## src/rtl/eth_tx_frame_sched.sv

```systemverilog
// Round-robin frame scheduler for the RGMII TX byte stream: adds preamble/SFD,
// enforces a speed-scaled inter-frame gap and drops frames when the link goes away.
module eth_tx_frame_sched #(
  parameter int PREAMBLE_LEN = 7,
  parameter int IFG_BYTES    = 12,
  parameter int CNT_W        = 16
) (
  input  logic       clk_125mhz,
  input  logic       reset,
  input  logic       phy_link_status,
  input  logic [1:0] phy_speed_status,
  input  logic [7:0] s0_axis_tdata,
  input  logic       s0_axis_tvalid,
  input  logic       s0_axis_tlast,
  output logic       s0_axis_tready,
  input  logic [7:0] s1_axis_tdata,
  input  logic       s1_axis_tvalid,
  input  logic       s1_axis_tlast,
  output logic       s1_axis_tready,
  output logic [7:0] tx_axis_rgmii_tdata,
  output logic       tx_axis_rgmii_tvalid,
  input  logic       tx_axis_rgmii_tready,
  output logic       grant,
  output logic       busy,
  output logic       tx_frame_done,
  output logic       tx_abort,
  output logic       tx_underrun
);

  localparam int              PW       = $clog2(PREAMBLE_LEN + 2);
  localparam logic [PW-1:0]   PRE_LAST = PW'(PREAMBLE_LEN);
  localparam logic [CNT_W-1:0] IFG_10M  = CNT_W'(IFG_BYTES * 100);
  localparam logic [CNT_W-1:0] IFG_100M = CNT_W'(IFG_BYTES * 10);
  localparam logic [CNT_W-1:0] IFG_1G   = CNT_W'(IFG_BYTES);
  localparam logic [7:0]      PRE_BYTE = 8'h55;
  localparam logic [7:0]      SFD_BYTE = 8'hD5;

  typedef enum logic [2:0] {
    IDLE  = 3'd0,
    PRE   = 3'd1,
    DATA  = 3'd2,
    IFG   = 3'd3,
    FLUSH = 3'd4
  } state_t;

  typedef struct packed {
    logic [7:0] data;
    logic       valid;
    logic       last;
  } src_t;

  state_t           state, state_nxt;
  logic             grant_q, grant_nxt;
  logic [PW-1:0]    pre_cnt, pre_nxt;
  logic [CNT_W-1:0] ifg_cnt, ifg_nxt;
  logic [CNT_W-1:0] ifg_load;

  src_t src [2];
  src_t g;
  logic g_ready;
  logic g_hs;
  logic req_any, req_both;

  logic [7:0] out_tdata;
  logic       out_tvalid;
  logic       done_p, abort_p, underrun_p;

  assign src[0] = '{data: s0_axis_tdata, valid: s0_axis_tvalid, last: s0_axis_tlast};
  assign src[1] = '{data: s1_axis_tdata, valid: s1_axis_tvalid, last: s1_axis_tlast};
  assign g      = src[grant_q];
  assign g_hs   = g.valid && g_ready;

  assign req_any  = s0_axis_tvalid || s1_axis_tvalid;
  assign req_both = s0_axis_tvalid && s1_axis_tvalid;

  // Gap length follows the speed seen on the cycle the frame ends; code 3 runs as gigabit.
  always_comb begin
    ifg_load = IFG_1G;
    case (phy_speed_status)
      2'd0:    ifg_load = IFG_10M;
      2'd1:    ifg_load = IFG_100M;
      default: ifg_load = IFG_1G;
    endcase
  end

  always_ff @(posedge clk_125mhz) begin
    if (reset) begin
      state   <= IDLE;
      grant_q <= 1'b1;
      pre_cnt <= '0;
      ifg_cnt <= '0;
    end else begin
      state   <= state_nxt;
      grant_q <= grant_nxt;
      pre_cnt <= pre_nxt;
      ifg_cnt <= ifg_nxt;
    end
  end

  always_comb begin
    state_nxt  = state;
    grant_nxt  = grant_q;
    pre_nxt    = pre_cnt;
    ifg_nxt    = ifg_cnt;
    out_tdata  = '0;
    out_tvalid = 1'b0;
    g_ready    = 1'b0;
    done_p     = 1'b0;
    abort_p    = 1'b0;
    underrun_p = 1'b0;

    if (!reset) begin
      unique case (state)
        IDLE: begin
          if (phy_link_status && req_any) begin
            // On a tie the source that did not win last time goes next.
            grant_nxt = req_both ? ~grant_q : s1_axis_tvalid;
            pre_nxt   = '0;
            state_nxt = PRE;
          end
        end

        PRE: begin
          if (!phy_link_status) begin
            abort_p   = 1'b1;
            pre_nxt   = '0;
            state_nxt = FLUSH;
          end else begin
            out_tvalid = 1'b1;
            out_tdata  = (pre_cnt == PRE_LAST) ? SFD_BYTE : PRE_BYTE;
            if (tx_axis_rgmii_tready) begin
              if (pre_cnt == PRE_LAST) begin
                pre_nxt   = '0;
                state_nxt = DATA;
              end else begin
                pre_nxt = pre_cnt + PW'(1);
              end
            end
          end
        end

        DATA: begin
          // Source ready still follows downstream on a link-drop cycle, so the
          // byte taken then is simply discarded along with the rest of the frame.
          g_ready    = tx_axis_rgmii_tready;
          out_tdata  = g.data;
          out_tvalid = g.valid && phy_link_status;
          underrun_p = !g.valid;
          if (g_hs && g.last) begin
            done_p    = 1'b1;
            ifg_nxt   = ifg_load;
            state_nxt = IFG;
          end else if (!phy_link_status) begin
            abort_p   = 1'b1;
            state_nxt = FLUSH;
          end
        end

        FLUSH: begin
          g_ready = 1'b1;
          if (g.valid && g.last) begin
            ifg_nxt   = ifg_load;
            state_nxt = IFG;
          end
        end

        IFG: begin
          if (ifg_cnt <= CNT_W'(1)) begin
            ifg_nxt   = '0;
            state_nxt = IDLE;
          end else begin
            ifg_nxt = ifg_cnt - CNT_W'(1);
          end
        end

        default: state_nxt = IDLE;
      endcase
    end
  end

  assign s0_axis_tready       = g_ready && !grant_q;
  assign s1_axis_tready       = g_ready && grant_q;
  assign tx_axis_rgmii_tdata  = out_tdata;
  assign tx_axis_rgmii_tvalid = out_tvalid;
  assign grant                = grant_q;
  assign busy                 = !reset && (state != IDLE);
  assign tx_frame_done        = done_p;
  assign tx_abort             = abort_p;
  assign tx_underrun          = underrun_p;

endmodule

```

## config.mk

```make
export PLATFORM = sky130hd
export DESIGN_NAME = eth_tx_frame_sched
export DESIGN_NICKNAME = d
export VERILOG_FILES = /design/src/rtl/eth_tx_frame_sched.sv
export SDC_FILE = /design/constraint.sdc
export NUM_CORES = 1
export LEC_CHECK = 0
export CORE_UTILIZATION = 50
export DETAILED_ROUTE_END_ITERATION = 6
export HOLD_SLACK_MARGIN = 0.02
export PLACE_DENSITY = 0.79
export REMOVE_ABC_BUFFERS = 1
export SYNTH_ARGS = -nofsm -noshare
export SYNTH_HDL_FRONTEND = slang
export SYNTH_SLANG_ARGS = --single-unit
export TNS_END_PERCENT = 50
```

## constraint.sdc

```tcl
create_clock -name clk_125mhz -period 2.8 [get_ports clk_125mhz]
set_input_delay 0.84 -clock clk_125mhz [delete_from_list [all_inputs] [get_ports clk_125mhz]]
set_output_delay 0.84 -clock clk_125mhz [all_outputs]
set_load 0.01 [all_outputs]
```

======== Yosys cells after proc, flatten, opt, wreduce, memory -nomap -nowiden ========
Index checks and enable logic that the tools add are counted.
Widths: inputs -> output; s select.
word-level totals
  register bits after elaboration ......... 24
  input port bits ......................... 26
  output and inout port bits .............. 16
  word-level logic and storage cells ...... 86
operators by class
  $add $sub $neg .......................... 2
  magnitude comparators ................... 2
  equal/unequal tests ..................... 13
  multiplexer cells ....................... 41
  bitwise gates (word level) .............. 2
  reductions and logical operators ........ 22
operators with widths
  cell                   count
  $mux 16                3
  $pmux 16 s3            1
  $mux 10                3
  $mux 3                 8
  $mux 8                 3
  $pmux 11 s2            1
  $le 16x1->1 const B    1
  $mux 4                 4
  $pmux 8 s2             1
  $sub 16x1->16 const B  1
  $pmux 3 s5             1
  $mux 1                 12
  $logic_and 1x1->1      9
  $ne 3x3->1 const B     3
  $ne 2x2->1 const B     4
  $pmux 4 s2             1
  $eq 3x2->1 const B     2
  $pmux 1 s2             3
  $reduce_and 3->1       2
  $reduce_and 6->1       1
  $reduce_bool 3->1      2
  $add 4x1->4 const B    1
  $eq 4x3->1 const B     1
  $eq 3x1->1 const B     1
  other kinds (11)       13

======== Logic depth before layout (Yosys ltp) ========
Gate-level depths: netlist of run 1.
  depth in word-level cells ............... 9
  depth in mapped cells ................... 9
  gate-level depth less buffers ........... 7

======== Worst setup path after synthesis of run 1 ========
No wires, ideal clock.
  path type ............................... input -> output
  from .................................... input s1_axis_tlast
  to ...................................... output tx_abort
  arrival time ............................ 2.038 ns
  required time ........................... 1.960 ns
  path slack .............................. -0.078 ns
  stages on the path ...................... 4
  buffers on the path ..................... 0
  path through ............................ and3_1 o21ai_2 nand3_1 a2111oi_0
on the way
  cells in the longest elaborated chain, start to end .. 7
ends and longest elaborated chain
  element                                     line  RTL
  from (decl)                                 18    input logic s1_axis_tlast,
  $mux 10 (implied by the code) (3 in a row)  70    assign g = src[grant_q];
  $logic_and 1x1->1                           149   if (g_hs && g.last) begin
  $mux 1                                      149
  $pmux 1 s2                                  113   unique case (state)
  $mux 1                                      112   if (!reset) begin
  to (decl)                                   26    output logic tx_abort,
No other way between the ends. The select of a mux whose other input is x is not followed.

======== Worst setup path after layout of run 1 ========
  from .................................... input s0_axis_tvalid
  to ...................................... output tx_abort
on the way
  cells in the longest elaborated chain, start to end .. 8
ends and longest elaborated chain
  element                                     line  RTL
  from (decl)                                 13    input logic s0_axis_tvalid,
  $mux 10 (implied by the code) (3 in a row)  70
  $logic_and 1x1->1                           71    assign g_hs = g.valid && g_ready;
  $logic_and 1x1->1                           149
  $mux 1                                      149
  $pmux 1 s2                                  113
  $mux 1                                      112
No other way between the ends. The select of a mux whose other input is x is not followed.

==> results.cfg, run 1 <==
[finish]
synthToLayoutAreaGrowth_pct = 30.3
n_antenna_cell = 0
n_fill_cell = 286
multi_input_area_um2 = 1310
drive_gt1_share_pct = 25.3
post-route-util_pct = 70.6
seq_area_um2 = 480
layout.nets = 323

[global_route]
grt.overflow.total = 0
grt_max_degree = 24
track_usage_pct = 26.9
grt_antenna_before_repair = 0
grt_pass1_vias = 1850
grt_pass1_wl_um = 8680

[die]
initial_core_util_pct = 54.2
placementRows = 21
dieWidth_um = 63.1
dieArea_um2 = 3980
core_area_um2 = 3440
ios = 42
chipHeight_um = 63.1

[setup_path]
critPathKind = in -> out
arrival_ps = 1950
required_ps = 1960
critical_path.endpoint = tx_abort
r2r_end = state[0]
r2r_cells = 7
path_max_fanout = 2
r2r_slack_ps = 580
setup.worst_path.end_class = primary output
crit_start = s0_axis_tvalid
r2r-start = ifg_cnt[0]
startpoint_type = input pin

[synth]
synth_area_um2 = 1870
synth_top_area_share_pct = 25.8
ys_types = 65
ys_warn_count = 0
ys_seq_elements = 24
synthTopCellsByArea = dfxtp_1 26%, nor2_1 5.8%, a21oi_1 4.8%
synthFlopType = dfxtp_1
synthTopCellsByCount = 29 x nor2_1, 24 x dfxtp_1, 18 x a21oi_1
synth_most_common_cell = nor2_1
synth_edf_count = 0
synth_top_cell_by_area = dfxtp_1
synth.avg_cell_area_um2 = 7.77
syn_inst = 240
ys_async_sr_fraction_pct = 0
synth_seq_area_share_pct = 25.8

[routing]
drt_iter0_drc = 274
drc = 0
via_count = 1987
first_pass_iters = 4
ant_nets = 0
viasPerCell = 5.86
routedWlPerCell_um = 14.4
drt-total-wl_um = 4870

[timing]
worstMarginPinSlew_ps = 582
setup_viol = 0
hold_viol = 0
finalCritPeriodShare_pct = 99.7
max_slew_margin_pct = 60.9
setup_tns_ps = 0
rsz0062_at_grt = yes
final_max_slew_viol_count = 0
finalClockSkew_ps = 4.40
fmax_ghz = 0.358
period_needed_ps = 2790

[job]
maxCapViolCount = 0

[clock_tree]
htree_num_levels = 1
path_clk_slew_ps = 90
insertion_delay_ps = 270
cts.path.max_buffers = 2
ctsHoldBuffers = 0
clock_sinks = 24
cts_tree = built
cts_root_buf = clkbuf_8
cts_buffers = 3

[power_and_ir_drop]
vdd_drop_max_mv = 0.288
power_leakage_nw = 1.02
power.density_nw_per_um2 = 659
total_power_mw = 1.60

[min_path]
hold_path.class = reg -> reg

[placement]
numPortBuffers = 41
dp_hpwl_um = 3580
finalWeightedCongestion = 0.841

[status]
outcome = completed
-- layout by cell type, fill, tap and decap left out, types with 3 or more instances in the layout --
master / n
mux2i_1: 9
o21ai_1: 4
nand3_1: 5
ha_1: 3
nand2_1: 17
o32ai_1: 3
dlygate4sd2_1: 4
or3_1: 6
o21ai_0: 11
clkbuf_8: 4
nor3_1: 10
clkdlybuf4s50_1: 19
a41oi_1: 3
buf_4: 23
inv_1: 5
buf_2: 13
nor2_1: 28
dfxtp_1: 24
a31oi_1: 7
a21oi_1: 18
nand4_1: 3
nand2b_1: 6
clkbuf_2: 4
nor4_1: 6
-- state kept, by name (all words and copies together) (netlist names) --
signal	cells
grant	1
ifg_cnt	16
pre_cnt	4
state	3
-- routing by layer --
layer	vias up	routed length (um)	GRT usage (%)	share of wire, %
met3	4	183	3.62	3.8
met1	930	2270	37.0	47
met5	-	0	0	0
li1	1010	-	-	-
met2	43	2380	44.2	49
met4	0	41	5.81	0.84
-- area by class of cell --
| type | instances | share of cell area, % |
|---|---|---|
| multi-input cells | 195 | 54.0 |
| repair buffers | 65 | 20.8 |
| inverters | 5 | 0.772 |
| well taps | 46 | 2.37 |
| clock buffers | 4 | 2.26 |
| flip-flops and latches | 24 | 19.8 |
-- power breakdown --
group | internal [mW] | leakage, nW | switching [mW]
Sequential | 0.389 | 0.194 | 0.0837
Combinational | 0.401 | 0.799 | 0.490
Clock | 0.126 | 0.0288 | 0.112
-- worst max-delay path, stage by stage --
cell and delay, ps:
buf_6 90, and3b_2 210, o21ai_4 150, nand3_2 110, a2111oi_4 350, buf_2 180
-- worst min-delay path by stage --
| stage | startpoint | end | slack (ps) | cells past startpoint |
|---|---|---|---|---|
| floorplan | pre_cnt[1] | pre_cnt[1] | 440 | 2 |
| global placement | pre_cnt[1] | pre_cnt[1] | 470 | 2 |
| detailed placement | pre_cnt[1] | pre_cnt[1] | 470 | 2 |
| CTS | pre_cnt[1] | pre_cnt[1] | 480 | 2 |
| global route | pre_cnt[3] | pre_cnt[3] | 510 | 2 |
| finish | pre_cnt[1] | pre_cnt[1] | 480 | 2 |
-- timing repair --
| item | CTS | global route |
|---|---|---|
| endpoints found under the hold margin | 0 | 0 |
| gates resized for setup | 77 | 15 |
| buffers inserted | 3 | 1 |
| endpoints found under the setup margin | 15 | 2 |
| gates cloned | 1 | 0 |
| pin swaps | 6 | 5 |
-- stage by stage --
step / area, um2 / hold slack [ps] / cells / worst slack [ps]
after floorplan: 1750 / 443 / 223 / -89.4
after global placement: 2370 / 468 / 330 / -743
after detailed placement: 2370 / 470 / 330 / -770
after CTS: 2410 / 482 / 338 / -26.6
after global routing: 2430 / 510 / 339 / -62.5
final: 2430 / 478 / 339 / 9.03
-- logic make-up after synthesis --
| family | Yosys count | share of synthesized area (%) |
|---|---|---|
| compound gates | 68 | 24.8 |
| xor+xnor | 1 | 0.470 |
| fa+ha+maj | 3 | 2.01 |
| buf+inv | 22 | 6.97 |
| flops | 24 | 25.8 |
| mux | 10 | 5.43 |
| simple gates | 112 | 34.5 |
Power figures use the tool's default switching activity.
==> inputs of run 2 (changes only) <==
Settings changed: MAX_ROUTING_LAYER from default to met4, SKIP_LAST_GASP from default to 1, SLEW_MARGIN from default to 10.
==> results.cfg, run 2 (synthesis results as in run 1) <==
[status]
outcome = completed

[finish]
largest_register_ffs = 16
final_cell_mix = 28 x nor2_1, 24 x dfxtp_1, 23 x buf_4, 19 x clkdlybuf4s50_1, 18 x a21oi_1
reg.largest.list = ifg_cnt x16, pre_cnt x4, state x3
n_fill_cell = 294
n_antenna_cell = 0
layout.nets = 323
drive_gt1_share_pct = 24.6
fin_area_um2 = 2420
top_register = ifg_cnt
layout_commonest_cell = nor2_1
synthToLayoutAreaGrowth_pct = 29.6

[routing]
routedWlPerCell_um = 14.3
drt_iter0_drc = 272
drt-total-wl_um = 4860
drc = 0
ant_nets = 0
first_pass_iters = 4
viasPerCell = 5.91
via_count = 2004

[timing]
final_max_slew_viol_count = 0
fmax_ghz = 0.358
fin_ws_ps = 7.85
hold_viol = 0
rsz0062_at_grt = yes
worstMarginPinSlew_ps = 609
finalClockSkew_ps = 3.73
holdWs_ps = 478
setup_tns_ps = 0
setup_viol = 0
finalCritPeriodShare_pct = 99.7
period_needed_ps = 2790
max_slew_margin_pct = 59.1

[setup_path]
startpoint_type = input pin
critPathKind = in -> out
setup.worst_path.end_class = primary output
required_ps = 1960
crit_chain = buf_6 -> and3b_2 -> o21ai_2 -> nand3_1 -> a2111oi_2 -> buf_2
max_stage_delay_ps = 370
r2r_cells = 7
arrival_ps = 1950
path_max_fanout = 2
crit_slowest_cell = a2111oi_2

[die]
dieWidth_um = 63.1
dieArea_um2 = 3980
placementRows = 21
ios = 42
core_area_um2 = 3440
initial_core_util_pct = 54.2
chipHeight_um = 63.1

[global_route]
grt_antenna_before_repair = 0
grt_pass1_wl_um = 8690
grt.overflow.total = 0
grt_pass1_vias = 1857
track_usage_pct = 27.7
grt_max_degree = 24

[min_path]
hold_path.class = reg -> reg
min_path_cells = 2

[clock_tree]
cts_tree = built
cts_root_buf = clkbuf_8
cts.path.max_buffers = 2
cts_buffers = 3
insertion_delay_ps = 270
htree_num_levels = 1
clock_sinks = 24
path_clk_slew_ps = 80

[placement]
dp_hpwl_um = 3580
finalWeightedCongestion = 0.854
numPortBuffers = 41
place_area_um2 = 2370
pre_cts_ws_ps = -770

[power_and_ir_drop]
power.density_nw_per_um2 = 658
total_power_mw = 1.59
vdd_drop_max_mv = 0.289
power_leakage_nw = 1.02

[job]
maxCapViolCount = 0
==> run 2: changes by cell type in the layout (fill, tap and decap cells not counted) <==
| cell | change |
|---|---|
| a2111oi_2 | +1 |
| a2111oi_4 | -1 |
| buf_2 | -1 |
| clkbuf_2 | -1 |
| clkdlybuf4s15_1 | +2 |
| clkdlybuf4s15_2 | +1 |
| dlygate4sd2_1 | -1 |
| nand3_1 | +1 |
| nand3_2 | -1 |
| o21ai_2 | +1 |
| o21ai_4 | -1 |
==> run 2: final timing paths <==
path            startpoint    endpoint  slack, ps
min reg2reg     pre_cnt[1]  pre_cnt[1]        480
min             pre_cnt[1]  pre_cnt[1]        480
max reg2reg     ifg_cnt[0]    state[0]        590
max          s0_axis_tlast    tx_abort          8
==> run 2: final cells by class <==
type	count	area (um2)	area share, %
clock buffers	4	55.1	2.28
flip-flops and latches	24	480	19.9
well taps	46	57.6	2.38
inverters	5	18.8	0.776
repair buffers	65	518	21.4
multi-input cells	195	1290	53.3
==> run 2: layer usage <==
layer / up-vias / wire length (um) / GRT usage [%]
li1: 1011 / - / -
met1: 919 / 2240 / 37.3
met2: 66 / 2310 / 43.7
met3: 8 / 246 / 3.62
met4: 0 / 54 / 6.40
met5: - / 0 / -
==> run 2: metrics by stage <==
step | std cells | util (%)
floorplan | 223 | -
global placement | 330 | 68.9
detailed placement | 330 | 68.9
CTS | 338 | 70.0
global route | 339 | 70.3
finish | 339 | 70.3
==> run 2: where the power goes <==
| part | switching (mW) | total (mW) | internal (mW) |
|---|---|---|---|
| logic | 0.486 | 0.883 | 0.397 |
| registers | 0.0821 | 0.471 | 0.389 |
| clock network | 0.111 | 0.237 | 0.126 |
| total | 0.680 | 1.59 | 0.911 |
==> run 2: critical path: cells and delay by family <==
kind	cells	cell delay [ps]
buf+inv	2	290
compound gates	2	500
simple gates	2	320
==> run 2: what timing repair did <==
item                                    in CTS  in global routing
pin swaps                                    6                  4
endpoints found under the setup margin      15                  2
hold buffers                                 0                  0
resized for setup                           75                 13
setup buffers                                3                  1
cloned                                       1                  0
==> inputs of run 3 (changes only) <==
Settings changed: SKIP_CTS_REPAIR_TIMING from default to 1.
Clock period 2.8 ns to 2.6 ns, I/O delays scaled along.
==> results.cfg, run 3 (synthesis results as in run 1) <==
[timing]
rsz0062_at_grt = yes
worstMarginPinSlew_ps = 596
hold_viol = 0
max_slew_margin_pct = 60.0
final_max_slew_viol_count = 0
fin_ws_ps = -79.0
period_needed_ps = 2680
finalCritPeriodShare_pct = 103
fmax_ghz = 0.373
setup_viol = 1
finalClockSkew_ps = 2.93

[finish]
n_fill_cell = 275
final_cell_mix = 29 x nor2_1, 24 x dfxtp_1, 24 x buf_4, 19 x clkdlybuf4s50_1, 18 x a21oi_1
reg.largest.list = ifg_cnt x16, pre_cnt x4, state x3
drive_gt1_share_pct = 24.1
stdcell_count = 340
layout_commonest_cell = nor2_1
layout.nets = 324
top_register = ifg_cnt
largest_register_ffs = 16
synthToLayoutAreaGrowth_pct = 36.8
post-route-util_pct = 74.1
n_antenna_cell = 0

[placement]
dpl.cell_count = 334
finalWeightedCongestion = 0.892
numPortBuffers = 41
dp_hpwl_um = 3820
pre_cts_ws_ps = -972

[global_route]
grt_antenna_before_repair = 0
grt_pass1_vias = 1908
grt_pass1_wl_um = 8850
grt.overflow.total = 0
track_usage_pct = 27.9
grt_max_degree = 20

[clock_tree]
cts_buffers = 3
insertion_delay_ps = 270
cts.path.max_buffers = 2
htree_num_levels = 1
path_clk_slew_ps = 90
cts_tree = built
clock_sinks = 24
cts_root_buf = clkbuf_8

[setup_path]
r2r-start = ifg_cnt[0]
required_ps = 1820
critPathKind = in -> out
path_max_fanout = 2
startpoint_type = input pin
crit_start = s0_axis_tlast
setup.worst_path.end_class = primary output
arrival_ps = 1900

[die]
dieWidth_um = 63.1
core_area_um2 = 3440
placementRows = 21
initial_core_util_pct = 54.2
ios = 42
dieArea_um2 = 3980
chipHeight_um = 63.1

[routing]
drt_iter0_drc = 224
via_count = 2110
routedWlPerCell_um = 16.1
viasPerCell = 6.21
drc = 0
ant_nets = 0
first_pass_iters = 6
drt-total-wl_um = 5480

[power_and_ir_drop]
vdd_drop_max_mv = 0.402
power_leakage_nw = 1.19
power.density_nw_per_um2 = 736

[min_path]
hold_path.class = reg -> reg
holdCritStartpoint = pre_cnt[1]

[status]
violations = setup timing
outcome = finished, violations left

[job]
maxCapViolCount = 0
==> run 3: cell types whose count changed in the layout (fill, tap and decap cells not counted), sizes merged <==
cell           before  now
clkdlybuf4s15       3    0
or2                 5    4
dlymetal6s2s        0   12
bufinv              0    1
clkbuf              7    8
dlygate4sd2         3    0
buf                37   31
==> run 3: per-stage QoR <==
stage	hold WS, ps	power (mW)	setup TNS, ps	cell area (um2)
floorplan	443	1.12	-169	1750
global placement	467	1.47	-9180	2400
detailed placement	473	1.49	-9880	2400
CTS	485	1.83	-9390	2470
global route	521	2.00	-142	2550
finish	482	1.88	-79.0	2550
==> run 3: report_power, final <==
part	switching, mW	internal [mW]	total, mW
Clock	0.126	0.206	0.332
Combinational	0.576	0.459	1.04
Sequential	0.0913	0.419	0.510
==> run 3: worst paths after layout <==
kind | slack, ps | cells past startpoint | to
worst max-delay path | -80 | 6 | tx_abort
worst min-delay path | 480 | 2 | pre_cnt[1]
worst max register to register | 430 | 7 | state[0]
worst min register to register | 480 | 2 | pre_cnt[1]
==> run 3: cell type report <==
type	instances	area, um2	share of cell area [%]
timing repair buffer	67	597	23.4
clock inverter	1	30.0	1.18
tap	46	57.6	2.26
clock buffer	3	41.3	1.62
multi-input combinational	194	1330	52.0
inverter	5	18.8	0.736
sequential	24	480	18.8
==> run 3: critical path, stage by stage <==
cell and delay (ps):
dlymetal6s2s_1 120, and3b_2 230, o21ai_4 170, nand3_2 100, a2111oi_4 310, buf_2 190
==> run 3: layer usage <==
layer | vias to the layer above | part of all wire (%) | track usage, %
met5 | - | 0 | -
met3 | 4 | 5.3 | 2.72
met4 | 0 | 0.66 | 7.85
met1 | 1007 | 44 | 37.2
met2 | 91 | 50 | 44.8
li1 | 1008 | - | -
